===== src/rtl/z80_uart_port.sv =====
// z80_uart_fifo: small synchronous FIFO with a combinational head (first-word fall-through).
// Latency: a pushed word is visible on dout the cycle after the push edge.
// Backpressure: a push to a full FIFO is dropped unless a pop happens that cycle; a pop on empty is ignored.
module z80_uart_fifo #(
  parameter int AW = 4,
  parameter int W  = 8
) (
  input  logic         clk,
  input  logic         reset_n,
  input  logic         push,
  input  logic         pop,
  input  logic [W-1:0] din,
  output logic [W-1:0] dout,
  output logic         empty,
  output logic         full
);
  localparam int DEPTH = 1 << AW;

  logic [W-1:0] mem [DEPTH];
  logic [AW:0]  wr_ptr;
  logic [AW:0]  rd_ptr;
  logic         do_push;
  logic         do_pop;

  // Extra pointer MSB tells a wrapped (full) FIFO apart from an empty one.
  assign empty   = (wr_ptr == rd_ptr);
  assign full    = (wr_ptr[AW] != rd_ptr[AW]) && (wr_ptr[AW-1:0] == rd_ptr[AW-1:0]);
  assign do_pop  = pop && !empty;
  assign do_push = push && (!full || do_pop);
  assign dout    = mem[rd_ptr[AW-1:0]];

  // Pointer update; push and pop in the same cycle leave the occupancy unchanged.
  always_ff @(posedge clk or negedge reset_n) begin
    if (!reset_n) begin
      wr_ptr <= '0;
      rd_ptr <= '0;
    end else begin
      if (do_push) wr_ptr <= wr_ptr + (AW+1)'(1);
      if (do_pop)  rd_ptr <= rd_ptr + (AW+1)'(1);
    end
  end

  // Storage array, deliberately not reset: occupancy is governed by the pointers only.
  always_ff @(posedge clk) begin
    if (do_push) mem[wr_ptr[AW-1:0]] <= din;
  end
endmodule

// z80_uart_port: I/O-mapped 8N1 UART for the tv80n bus with TX/RX FIFOs and a polled status register.
// Latency: TX push on the first strobe cycle, start bit one cycle later; RX pop/flag clear one cycle after the read ends.
// Backpressure: writes to a full TX FIFO are dropped silently; RX bytes arriving to a full FIFO set the sticky ovr flag.
module z80_uart_port #(
  parameter int         CLKS_PER_BIT = 434,
  parameter logic [7:0] DATA_ADDR    = 8'hBB,
  parameter logic [7:0] STAT_ADDR    = 8'hBC,
  parameter int         FIFO_AW      = 4
) (
  input  logic       clk,
  input  logic       reset_n,
  input  logic       iorq_n,
  input  logic       rd_n,
  input  logic       wr_n,
  input  logic [7:0] address,
  input  logic [7:0] dbus_in,
  output logic [7:0] dbus_out,
  output logic       sel,
  output logic       tx,
  input  logic       rx
);
  localparam int            CW   = $clog2(CLKS_PER_BIT);
  localparam logic [CW-1:0] LAST = CW'(CLKS_PER_BIT - 1);
  localparam logic [CW-1:0] HALF = CW'(CLKS_PER_BIT / 2 - 1);

  typedef enum logic [1:0] {S_IDLE, S_START, S_DATA, S_STOP} uart_st_t;

  // Bus decode
  logic wr_hit, rd_data_hit, rd_stat_hit;
  logic wr_hit_q, rd_data_q, rd_stat_q;
  logic tx_push, rx_pop, stat_clr;

  // FIFO interfaces
  logic [7:0] tx_head, rx_head;
  logic       tx_empty, tx_full, rx_empty, rx_full;
  logic       tx_pop;

  // TX engine
  uart_st_t     tx_st;
  logic [CW-1:0] tx_cnt;
  logic [2:0]    tx_bit;
  logic [7:0]    tx_shift;

  // RX engine
  logic          rx_s1, rx_s2;
  uart_st_t      rx_st;
  logic [CW-1:0] rx_cnt;
  logic [2:0]    rx_bit;
  logic [7:0]    rx_shift;
  logic          rx_stop_smp, rx_push, ovr_set, ferr_set;

  // Sticky status flags
  logic ovr, ferr;
  logic tx_idle;
  logic [7:0] status;

  assign wr_hit      = !iorq_n && !wr_n && (address == DATA_ADDR);
  assign rd_data_hit = !iorq_n && !rd_n && (address == DATA_ADDR);
  assign rd_stat_hit = !iorq_n && !rd_n && (address == STAT_ADDR);
  assign sel         = rd_data_hit || rd_stat_hit;

  // Write acts on the leading edge; reads act after the trailing edge so the byte is stable for the whole cycle.
  assign tx_push  = wr_hit && !wr_hit_q;
  assign rx_pop   = rd_data_q && !rd_data_hit;
  assign stat_clr = rd_stat_q && !rd_stat_hit;

  assign tx_idle = tx_empty && (tx_st == S_IDLE);
  assign status  = {3'b000, ferr, ovr, tx_idle, !tx_full, !rx_empty};

  // Read mux: an empty RX FIFO reads as zero rather than stale storage.
  always_comb begin
    dbus_out = 8'h00;
    if (rd_data_hit)      dbus_out = rx_empty ? 8'h00 : rx_head;
    else if (rd_stat_hit) dbus_out = status;
  end

  // Registered strobe copies for edge detection.
  always_ff @(posedge clk or negedge reset_n) begin
    if (!reset_n) begin
      wr_hit_q  <= 1'b0;
      rd_data_q <= 1'b0;
      rd_stat_q <= 1'b0;
    end else begin
      wr_hit_q  <= wr_hit;
      rd_data_q <= rd_data_hit;
      rd_stat_q <= rd_stat_hit;
    end
  end

  z80_uart_fifo #(.AW(FIFO_AW), .W(8)) u_tx_fifo (
    .clk     (clk),
    .reset_n (reset_n),
    .push    (tx_push),
    .pop     (tx_pop),
    .din     (dbus_in),
    .dout    (tx_head),
    .empty   (tx_empty),
    .full    (tx_full)
  );

  z80_uart_fifo #(.AW(FIFO_AW), .W(8)) u_rx_fifo (
    .clk     (clk),
    .reset_n (reset_n),
    .push    (rx_push),
    .pop     (rx_pop),
    .din     (rx_shift),
    .dout    (rx_head),
    .empty   (rx_empty),
    .full    (rx_full)
  );

  // The shifter loads from IDLE, or directly at the end of STOP so back-to-back frames have no idle gap.
  assign tx_pop = !tx_empty && ((tx_st == S_IDLE) || ((tx_st == S_STOP) && (tx_cnt == LAST)));

  // TX frame sequencer with a registered line output (idle high).
  always_ff @(posedge clk or negedge reset_n) begin
    if (!reset_n) begin
      tx_st    <= S_IDLE;
      tx_cnt   <= '0;
      tx_bit   <= 3'd0;
      tx_shift <= 8'h00;
      tx       <= 1'b1;
    end else begin
      case (tx_st)
        S_IDLE: begin
          tx <= 1'b1;
          if (!tx_empty) begin
            tx_shift <= tx_head;
            tx_cnt   <= '0;
            tx       <= 1'b0;
            tx_st    <= S_START;
          end
        end
        S_START: begin
          if (tx_cnt == LAST) begin
            tx_cnt <= '0;
            tx_bit <= 3'd0;
            tx     <= tx_shift[0];
            tx_st  <= S_DATA;
          end else begin
            tx_cnt <= tx_cnt + CW'(1);
          end
        end
        S_DATA: begin
          if (tx_cnt == LAST) begin
            tx_cnt <= '0;
            if (tx_bit == 3'd7) begin
              tx    <= 1'b1;
              tx_st <= S_STOP;
            end else begin
              tx_bit   <= tx_bit + 3'd1;
              tx_shift <= {1'b0, tx_shift[7:1]};
              tx       <= tx_shift[1];
            end
          end else begin
            tx_cnt <= tx_cnt + CW'(1);
          end
        end
        S_STOP: begin
          if (tx_cnt == LAST) begin
            tx_cnt <= '0;
            if (!tx_empty) begin
              tx_shift <= tx_head;
              tx       <= 1'b0;
              tx_st    <= S_START;
            end else begin
              tx_st <= S_IDLE;
            end
          end else begin
            tx_cnt <= tx_cnt + CW'(1);
          end
        end
        default: tx_st <= S_IDLE;
      endcase
    end
  end

  // Two-flop synchronizer for the asynchronous rx line; resets to the idle level.
  always_ff @(posedge clk or negedge reset_n) begin
    if (!reset_n) begin
      rx_s1 <= 1'b1;
      rx_s2 <= 1'b1;
    end else begin
      rx_s1 <= rx;
      rx_s2 <= rx_s1;
    end
  end

  assign rx_stop_smp = (rx_st == S_STOP) && (rx_cnt == LAST);
  assign rx_push     = rx_stop_smp && rx_s2;
  assign ferr_set    = rx_stop_smp && !rx_s2;
  // A CPU pop in the same cycle frees a slot, so the byte is accepted and no overrun is flagged.
  assign ovr_set     = rx_push && rx_full && !rx_pop;

  // RX frame sequencer: mid-bit sampling, half-bit start qualification to reject glitches.
  always_ff @(posedge clk or negedge reset_n) begin
    if (!reset_n) begin
      rx_st    <= S_IDLE;
      rx_cnt   <= '0;
      rx_bit   <= 3'd0;
      rx_shift <= 8'h00;
    end else begin
      case (rx_st)
        S_IDLE: begin
          rx_cnt <= '0;
          if (!rx_s2) rx_st <= S_START;
        end
        S_START: begin
          if (rx_cnt == HALF) begin
            rx_cnt <= '0;
            rx_bit <= 3'd0;
            rx_st  <= rx_s2 ? S_IDLE : S_DATA;
          end else begin
            rx_cnt <= rx_cnt + CW'(1);
          end
        end
        S_DATA: begin
          if (rx_cnt == LAST) begin
            rx_cnt   <= '0;
            rx_shift <= {rx_s2, rx_shift[7:1]};
            rx_bit   <= rx_bit + 3'd1;
            if (rx_bit == 3'd7) rx_st <= S_STOP;
          end else begin
            rx_cnt <= rx_cnt + CW'(1);
          end
        end
        S_STOP: begin
          if (rx_cnt == LAST) begin
            rx_cnt <= '0;
            rx_st  <= S_IDLE;
          end else begin
            rx_cnt <= rx_cnt + CW'(1);
          end
        end
        default: rx_st <= S_IDLE;
      endcase
    end
  end

  // Sticky error flags; a new event in the clearing cycle takes priority over the clear.
  always_ff @(posedge clk or negedge reset_n) begin
    if (!reset_n) begin
      ovr  <= 1'b0;
      ferr <= 1'b0;
    end else begin
      if (ovr_set)       ovr <= 1'b1;
      else if (stat_clr) ovr <= 1'b0;
      if (ferr_set)      ferr <= 1'b1;
      else if (stat_clr) ferr <= 1'b0;
    end
  end
endmodule

===== config.mk =====
export PLATFORM = sky130hd
export DESIGN_NAME = z80_uart_port
export DESIGN_NICKNAME = d
export VERILOG_FILES = /design/src/rtl/z80_uart_port.sv
export SDC_FILE = /design/constraint.sdc
export NUM_CORES = 1
export LEC_CHECK = 0
export ABC_AREA = 1
export ABC_CLOCK_PERIOD_IN_PS = 5700
export BUFFER_PORTS_ARGS = -buffer_cell sky130_fd_sc_hd__buf_2
export CAP_MARGIN = 15
export CORE_UTILIZATION = 30
export DETAILED_ROUTE_END_ITERATION = 10
export GPL_TIMING_DRIVEN = 1
export SKIP_LAST_GASP = 1
export SLEW_MARGIN = 20
export SYNTH_ARGS = -nofsm -noshare
export SYNTH_HDL_FRONTEND = slang
export SYNTH_HIERARCHICAL = 1
export SYNTH_SLANG_ARGS = --single-unit

===== constraint.sdc =====
create_clock -name clk -period 5.7 [get_ports clk]
set_clock_uncertainty 0.15 [all_clocks]
set_input_delay 0 -clock clk [delete_from_list [all_inputs] [get_ports clk]]
set_output_delay 0 -clock clk [all_outputs]
set_load 0.03 [all_outputs]

==> flow_summary.yaml, run 1 <==
critical_path:
  worstSetupStartpointType: "input port"
  crit_type: "input port to flop"
  crit_path_end_kind: "flop"
  cp_data_arrival_time_ns: 4.02
  required_ns: 5.70
  crit_path_max_fanout: 21
clock_network:
  cts_resized: 0
  postCtsSetupBuffers: 0
  tritoncts: "yes"
  cts_sinks: 328
  cts_buffers: 34
  path_clk_slew_ns: 0.07
  clock_latency_ns: 0.54
  cts-root-buf: "clkbuf_16"
  cts_max_path_buffers: 3
  htree_num_levels: 2
timing:
  finalHoldViolCount: 2
  rsz0062_at_grt: "false"
  fmax_ghz: 0.2483
  setup_viol_count_final: 0
  fin_crit_sh_pct: 70.66
  tns_ns: 0
  finalHoldWorstSlack_ns: -0.006159
  relSlewSlack_pct: 29.42
  slew_viol_final: 0
  period_needed_ns: 4.028
  worst_slack_ns: 1.672
  worst_slew_pin_slew_ns: 1.059
synth:
  syn_inst: 1384
  synth_area_leaders: "edfxtp_1 (53%), dfrtp_1 (12%), nand2_1 (7.3%)"
  ys_types: 38
  syn_nets: 1431
  syn_area_um2: 14540
  ys.flop_type: "edfxtp_1"
  syn_area_per_cell_um2: 10.50
  async_flop_share_pct: 21.95
  yosys_warnings: 6
  synth_top_area_share_pct: 52.88
  synth_top_cell_by_area: "edfxtp_1"
  synth-seq-cells: 328
  ys_seq_area_share_pct: 65.30
  synth_edf_count: 256
placed_design:
  place_congestion: 0.8470
  dp.cells: 1979
  place_hpwl_mm: 21.85
  pre_cts_slack_ns: 1.991
  port_buffers: 31
  place_area_um2: 15210
floorplan:
  io_pins: 32
  fp.dieW_um: 222.1
  num_rows: 80
  core_um2: 47750
  start_util_pct: 30.45
  die-area_um2: 49340
  dieHeight_um: 222.1
routing:
  ant_nets: 0
  via_per_inst: 4.838
  wl_per_cell_um: 16.64
  routed_wl_mm: 34.31
  route.detailed.drc: 0
  drtPass1Iterations: 5
  via_count: 9975
  drt-initial-drc-count: 671
pwr:
  power_frac_clock_pct: 41.3
  power_density_nw_per_um2: 318.4
  swShare_pct: 23.77
  p_seq_share_pct: 50.9
  power_mw: 5.251
  switchingPower_mw: 1.248
  ir_drop_mv: 0.2477
  p_int_mw: 4.003
  leakage_nw: 6.663
  p_comb_share_pct: 7.8
grt:
  antenna_found_initial: 1
  overflow: 0
  grt_pass1_wl_mm: 53.89
  grt_pass1_vias: 9886
  track_usage_pct: 13.83
  grt_max_degree: 73
min_path:
  min_path_type: "input port to async pin"
final_layout:
  postLayoutCellArea_um2: 16490
  drive_above_1_share_pct: 8.569
  n_antenna_cell: 0
  final_util_pct: 34.54
  nets: 1468
  instances_no_fill: 2062
  fillers: 4733
  syn2layout_area_growth_pct: 13.44
run_status:
  violations: "hold timing"
  outcome: "finished, violations left"
flow_run:
  maxCapViolations: 0
cell families after synthesis:
family	after synthesis	synth area share, %
DFF	328	65.30
AOI/OAI and AO/OA	231	8.883
buffers and inverters	142	4.261
and+or+nand+nor	636	18.08
adders and majority gates	25	2.152
xor gates and xnor gates	22	1.325
worst paths after layout:
kind                                                      start                               to  slack [ns]  depth (start not counted)
worst max-delay path                                     iorq_n   u_tx_fifo/mem[13][5]$_DFFE_PP_        1.67                          9
max in group asynchronous                               reset_n  u_tx_fifo/rd_ptr[0]$_DFFE_PN0P_        4.75                          2
worst max register to register  u_tx_fifo/rd_ptr[0]$_DFFE_PN0P_   u_tx_fifo/mem[13][5]$_DFFE_PP_        1.97                         12
min in group clk                                     address[4]              rd_data_q$_DFF_PN0_        0.09                          5
worst min register to register                  rx_s1$_DFF_PN1_                  rx_s2$_DFF_PN1_        0.21                          0
worst min-delay path                                    reset_n              rd_data_q$_DFF_PN0_      -0.006                          2
layer usage:
| layer | track usage (%) | wire length (µm) | vias to the layer above |
|---|---|---|---|
| li1 | - | - | 4795 |
| met1 | 18.46 | 15290 | 4862 |
| met2 | 23.05 | 16580 | 263 |
| met3 | 2.465 | 1812 | 55 |
| met4 | 3.674 | 635 | 0 |
| met5 | 0 | 0 | - |
power groups by stage:
stage	logic, mW	clock network (mW)	registers (mW)
2_1_floorplan	0.288	0	2.72
3_3_place_gp	0.397	0	2.72
3_5_place_dp	0.405	0	2.72
4_1_cts	0.415	2.22	2.67
5_1_grt	0.471	2.31	2.68
6_report	0.408	2.17	2.67
Yosys cell counts (all sizes together) (9+ instances only):
library cell,number
o21ai,170
xnor2,10
o22ai,19
nor2,251
nand4,9
xor2,12
dfrtp,69
inv,84
nand3,67
edfxtp,256
clkbuf,19
o211ai,32
nand2,297
buf,37
ha,25
area by class of cell:
type	instances	area, µm²	share of cell area (%)
timing repair buffer	57	405.4	2.458
sequential	328	9495	57.58
clock buffer	41	877.1	5.319
clock inverter	21	195.2	1.184
multi-input combinational	914	4424	26.83
inverter	86	322.8	1.958
tap	615	769.5	4.667
registers in the layout, summed over array words and instances, names as in the netlist, 2 cells and up, named ones only:
register and flops:
u_rx_fifo/mem 128, u_tx_fifo/mem 128, rx_cnt 9, tx_cnt 9, rx_shift 8, tx_shift 8
u_rx_fifo/rd_ptr 5, u_rx_fifo/wr_ptr 5, u_tx_fifo/rd_ptr 5, u_tx_fifo/wr_ptr 5, rx_bit 3, tx_bit 3
tx_st 2
repair_timing:
action,in CTS,in global routing
hold endpoints to repair,209,0
hold buffers,21,0
setup endpoints to repair,0,0
placed cells by master, fill, tap and decap left out, types with 19 or more instances in the layout:
cell / instances
buf_2: 30
clkbuf_16: 34
dfrtp_1: 67
dlygate4sd3_1: 21
edfxtp_1: 256
ha_1: 25
inv_1: 77
nand2_1: 283
nand3_1: 67
nor2_1: 246
o211ai_1: 32
o21ai_0: 159
o22ai_1: 19
critical path, cell delays in order:
cell	delay, ns
dlygate4sd3_1	0.54
buf_2	0.13
nor3_1	0.23
dlygate4sd3_1	0.58
nand2_1	0.06
dlygate4sd3_1	0.57
nor3_1	0.66
nand2_2	0.56
nor2_1	0.67
No activity file was read; power rests on OpenSTA's default activity.
==> inputs of run 2 (changes only) <==
--- a/config.mk
+++ b/config.mk
@@ -6,7 +6,7 @@
 export NUM_CORES = 1
 export LEC_CHECK = 0
 export ABC_AREA = 1
-export ABC_CLOCK_PERIOD_IN_PS = 5700
+export ABC_CLOCK_PERIOD_IN_PS = 3700
 export BUFFER_PORTS_ARGS = -buffer_cell sky130_fd_sc_hd__buf_2
 export CAP_MARGIN = 15
 export CORE_UTILIZATION = 30
==> constraint.sdc (replaced) <==
create_clock -name clk -period 3.7 [get_ports clk]
set_clock_uncertainty 0.15 [all_clocks]
set_input_delay 0 -clock clk [delete_from_list [all_inputs] [get_ports clk]]
set_output_delay 0 -clock clk [all_outputs]
set_load 0.03 [all_outputs]
==> run 2 against run 1 <==
The run now ends clean; combinational power grew 57%; hold slack gained 0.025 ns; die area is the same; core utilization shrank 0.060 points.
==> flow_summary.yaml, run 2 (same netlist as run 1, synthesis figures left out) <==
clock_network:
  htree_num_levels: 2
  clock_latency_ns: 0.53
  postCtsSetupBuffers: 0
  path_clk_slew_ns: 0.06
  cts_sinks: 328
  tritoncts: "yes"
  cts-root-buf: "clkbuf_16"
  cts_max_path_buffers: 3
  cts_resized: 0
  cts_buffers: 34
grt:
  track_usage_pct: 13.76
  overflow: 0
  grt_max_degree: 73
  grt_pass1_wl_mm: 53.97
  grt_pass1_vias: 9874
  antenna_found_initial: 0
flow_run:
  maxCapViolations: 0
timing:
  rsz0062_at_grt: "true"
  fin_crit_sh_pct: 93.95
  relSlewSlack_pct: 37.09
  period_needed_ns: 3.476
  finalHoldViolCount: 0
  finalHoldWorstSlack_ns: 0.01932
  setup_viol_count_final: 0
  worst_slew_pin_slew_ns: 0.9436
  slew_viol_final: 0
  tns_ns: 0
  fmax_ghz: 0.2877
routing:
  drt-initial-drc-count: 803
  routed_wl_mm: 33.81
  via_count: 9990
  route.detailed.drc: 0
  wl_per_cell_um: 16.37
  drtPass1Iterations: 5
  ant_nets: 0
  via_per_inst: 4.838
critical_path:
  required_ns: 3.69
  cp_cell_sequence: "dlygate4sd3_1 > buf_2 > nor3_1 > dlygate4sd3_1 > nand2_1 > dlygate4sd3_1 > nor3_1 > buf_4 > nand2_2 > nor2_1"
  crit_type: "input port to flop"
  cp_data_arrival_time_ns: 3.47
  critical_path.max_stage_delay_ns: 0.65
  cpMostUsedCell: "dlygate4sd3_1"
  worstSetupStartpointType: "input port"
  crit_path_end_kind: "flop"
  cpMaxStageDelayCell: "nor2_1"
  crit_path_max_fanout: 21
  path_buf_inv: 5
  crit_family: "buffers and inverters"
floorplan:
  fp.dieW_um: 222.1
  dieHeight_um: 222.1
  start_util_pct: 30.45
  io_pins: 32
  die-area_um2: 49340
  core_um2: 47750
  num_rows: 80
final_layout:
  n_antenna_cell: 0
  drive_above_1_share_pct: 8.552
  syn2layout_area_growth_pct: 13.24
  final_util_pct: 34.48
  multiInputGateArea_um2: 4424
  postLayoutCellArea_um2: 16460
  mostFrequentLayoutCell: "nand2_1"
  register_area_um2: 9495
  most-common-layout-cells: "nand2_1 (283), edfxtp_1 (256), nor2_1 (246), o21ai_0 (159), inv_1 (77)"
  nets: 1474
  fillers: 4719
  instances_no_fill: 2065
pwr:
  switchingPower_mw: 1.880
  power_density_nw_per_um2: 480.6
  ir_drop_mv: 0.3495
  swShare_pct: 23.76
  p_seq_share_pct: 52.1
  p_int_mw: 6.031
  leakage_nw: 6.661
  power_frac_clock_pct: 39.9
  p_comb_share_pct: 8.1
placed_design:
  port_buffers: 31
  dp.cells: 1986
  place_congestion: 0.8989
  place_hpwl_mm: 21.78
  place_area_um2: 15260
run_status:
  outcome: "finished, final reports clean"
min_path:
  min_path_type: "input port to async pin"
[run 2: cell types whose count changed in the layout (fill, tap and decap cells not counted), sizes merged]
cell / before / now
buf: 36 / 43
bufinv: 3 / 1
clkinvlp: 3 / 0
dlygate4sd3: 21 / 20
clkbuf: 41 / 46
clkinv: 15 / 12
[run 2: layout make-up]
class / count / area share [%]
clock buffers: 46 / 5.442
clock inverters: 13 / 0.6385
inverters: 86 / 1.961
multi-input cells: 914 / 26.88
flip-flops and latches: 328 / 57.68
well taps: 615 / 4.675
repair buffers: 63 / 2.721
[run 2: power groups by stage]
stage / Sequential, mW / Combinational [mW] / Clock (mW)
global route: 4.13 / 0.735 / 3.37
floorplan: 4.18 / 0.444 / 0
CTS: 4.12 / 0.645 / 3.23
finish: 4.12 / 0.639 / 3.15
detailed placement: 4.19 / 0.629 / 0
global placement: 4.19 / 0.620 / 0
[run 2: what timing repair did]
action / in CTS / in global routing
hold endpoints to repair: 209 / 0
hold buffers: 20 / 0
setup endpoints to repair: 0 / 88
[run 2: final timing paths]
check | start | endpoint | slack (ns) | cells after the start
worst max register to register | u_tx_fifo/rd_ptr[2]$_DFFE_PN0P_ | u_tx_fifo/mem[10][7]$_DFFE_PP_ | 0.39 | 13
min in group clk | address[4] | rd_data_q$_DFF_PN0_ | 0.08 | 5
max in group asynchronous | reset_n | u_tx_fifo/rd_ptr[0]$_DFFE_PN0P_ | 2.71 | 2
worst max-delay path | iorq_n | u_tx_fifo/mem[10][7]$_DFFE_PP_ | 0.22 | 10
worst min-delay path | reset_n | rx_cnt[2]$_DFF_PN0_ | 0.02 | 2
worst min register to register | rx_s1$_DFF_PN1_ | rx_s2$_DFF_PN1_ | 0.21 | 0
[run 2: per-stage QoR]
step,power [mW],worst slack [ns]
after floorplan,4.628,1.125
after global placement,4.807,0.4774
after detailed placement,4.823,0.4106
after CTS,7.991,0.2322
after global routing,8.238,-0.05937
final,7.911,0.2240
[run 2: layer usage]
layer,track usage (%),routed length (µm),vias to the layer above,share of wire (%)
li1,-,-,4803,-
met1,18.72,15480,4890,46
met2,22.55,16030,249,47
met3,2.346,1658,48,4.9
met4,3.719,646,0,1.9
met5,0,0,-,0
==> inputs of run 3 (changes only) <==
--- a/config.mk
+++ b/config.mk
@@ -7,11 +7,13 @@
 export LEC_CHECK = 0
 export ABC_AREA = 1
 export ABC_CLOCK_PERIOD_IN_PS = 3700
-export BUFFER_PORTS_ARGS = -buffer_cell sky130_fd_sc_hd__buf_2
+export BUFFER_PORTS_ARGS = -buffer_cell sky130_fd_sc_hd__buf_4
 export CAP_MARGIN = 15
 export CORE_UTILIZATION = 30
+export CTS_CLUSTER_DIAMETER = 200
 export DETAILED_ROUTE_END_ITERATION = 10
 export GPL_TIMING_DRIVEN = 1
+export PLACE_DENSITY = 0.49
 export SKIP_LAST_GASP = 1
 export SLEW_MARGIN = 20
 export SYNTH_ARGS = -nofsm -noshare
==> run 3 against run 2 <==
The run now ends with hold timing left; final cell count about the same; design area up 0.97%; power up 3.3%.
==> flow_summary.yaml, run 3 (same netlist as run 1, synthesis figures left out) <==
floorplan:
  io_pins: 32
  fp.dieW_um: 222.1
  die-area_um2: 49340
  start_util_pct: 30.45
  core_um2: 47750
  dieHeight_um: 222.1
  num_rows: 80
grt:
  track_usage_pct: 14.83
  grt_max_degree: 73
  antenna_found_initial: 0
  grt_pass1_wl_mm: 56.76
  overflow: 0
  grt_pass1_vias: 9912
clock_network:
  cts_buffers: 37
  cts_max_path_buffers: 3
  htree_num_levels: 2
  clock_latency_ns: 0.55
  tritoncts: "yes"
  path_clk_slew_ns: 0.06
  cts_sinks: 328
  cts-root-buf: "clkbuf_16"
final_layout:
  most-common-layout-cells: "nand2_1 (283), edfxtp_1 (256), nor2_1 (246), o21ai_0 (159), inv_1 (77)"
  n_antenna_cell: 0
  drive_above_1_share_pct: 8.753
  syn2layout_area_growth_pct: 14.34
  nets: 1474
  mostFrequentLayoutCell: "nand2_1"
  postLayoutCellArea_um2: 16620
placed_design:
  port_buffers: 31
  place_area_um2: 15330
  place_hpwl_mm: 23.03
  place_congestion: 0.8198
timing:
  fmax_ghz: 0.2980
  slew_viol_final: 0
  rsz0062_at_grt: "false"
  worst_slew_pin_slew_ns: 0.9629
  finalHoldViolCount: 7
  finalHoldWorstSlack_ns: -0.006153
  tns_ns: 0
  setup_viol_count_final: 0
  relSlewSlack_pct: 35.81
  period_needed_ns: 3.356
  fin_crit_sh_pct: 90.70
pwr:
  ir_drop_mv: 0.2576
  leakage_nw: 6.718
  power_density_nw_per_um2: 491.6
routing:
  drt-initial-drc-count: 884
  via_count: 9950
  route.detailed.drc: 0
  wl_per_cell_um: 17.49
  drtPass1Iterations: 5
  via_per_inst: 4.816
  routed_wl_mm: 36.13
  ant_nets: 0
flow_run:
  maxCapViolations: 0
run_status:
  violations: "hold timing"
  outcome: "finished, violations left"
critical_path:
  crit_path_end_kind: "flop"
  reg2reg_depth: 13
  r2r_end: "u_tx_fifo/mem[14][1]$_DFFE_PP_"
  crit_path_max_fanout: 21
  worstSetupStartpointType: "flop"
  crit_type: "flop to flop"
  r2r-start: "u_tx_fifo/rd_ptr[2]$_DFFE_PN0P_"
  required_ns: 3.72
  cp_data_arrival_time_ns: 3.38
  rrSetupSlack_ns: 0.34
min_path:
  min_path_type: "input port to async pin"
## run 3: cell types whose count changed in the layout (fill, tap and decap cells not counted), sizes merged
cell | before | now
clkinv | 12 | 13
clkbuf | 46 | 48
clkinvlp | 0 | 1
dlygate4sd3 | 20 | 19
buf | 43 | 41
## run 3: metal layers
metal / global-route usage, % / wire length (µm) / share of wire [%]
met5: 0 / 0 / 0
met4: 4.144 / 800 / 2.2
met3: 2.478 / 1825 / 5.1
met2: 23.50 / 16590 / 46
met1: 20.85 / 16910 / 47
## run 3: report_power, final
group          switching [mW]  internal (mW)  leakage [nW]
combinational           0.440          0.214          2.59
sequential             0.0671           4.05          3.59
clock                    1.44           1.97         0.534
total                    1.94           6.23          6.72
## run 3: critical path: stages (launching register included)
cell and delay (ns):
dfrtp_1 0.55, inv_2 0.22, nand2_1 0.08, nand2_2 0.09
nor2_4 0.06, nand3_1 0.09, inv_1 0.12, inv_1 0.08
o21ai_0 0.07, nor2_1 0.18, inv_1 0.10, nand4_4 0.14
nand2_2 0.35, nor2_1 0.68
## run 3: worst max-delay path by stage
stage | from | endpoint | slack (ns) | depth (start not counted)
after floorplan | rx_cnt[1]$_DFF_PN0_ | u_rx_fifo/mem[12][0]$_DFFE_PP_ | 1.12 | 9
after global placement | u_tx_fifo/rd_ptr[2]$_DFFE_PN0P_ | u_tx_fifo/mem[1][3]$_DFFE_PP_ | 0.42 | 13
after detailed placement | u_tx_fifo/rd_ptr[2]$_DFFE_PN0P_ | u_tx_fifo/mem[15][3]$_DFFE_PP_ | 0.36 | 13
after CTS | u_tx_fifo/rd_ptr[2]$_DFFE_PN0P_ | u_tx_fifo/mem[15][0]$_DFFE_PP_ | 0.34 | 13
after global routing | u_tx_fifo/rd_ptr[2]$_DFFE_PN0P_ | u_tx_fifo/mem[14][4]$_DFFE_PP_ | 0.05 | 13
final | u_tx_fifo/rd_ptr[2]$_DFFE_PN0P_ | u_tx_fifo/mem[14][1]$_DFFE_PP_ | 0.34 | 13
## run 3: final cells by class
class                   count  area (µm²)
fillers                  4757       31120
flip-flops and latches    328        9495
multi-input cells         914        4424
clock buffers              48       998.5
well taps                 615       769.5
repair buffers             60       510.5
inverters                  86       322.8
clock inverters            15       100.1
## run 3: what timing repair did
| item | CTS | global route |
|---|---|---|
| gates resized for setup | 0 | 0 |
| hold buffers | 19 | 0 |
| endpoints found under the hold margin | 211 | 0 |
| buffers inserted | 0 | 0 |
## run 3: through the flow
step                      total power, mW  utilization [%]  setup WS [ns]  std cells  hold WS [ns]
after global placement              4.840            32.11         0.4171       1984      -0.03598
final                               8.170            34.81         0.3443       2066     -0.006153
after detailed placement            4.843            32.11         0.3566       1984      -0.03035
after CTS                           8.291            34.81         0.3428       2066       0.02735
after global routing                8.524            34.81        0.05009       2066       0.08418
after floorplan                     4.628                -          1.125       1384       -0.4456
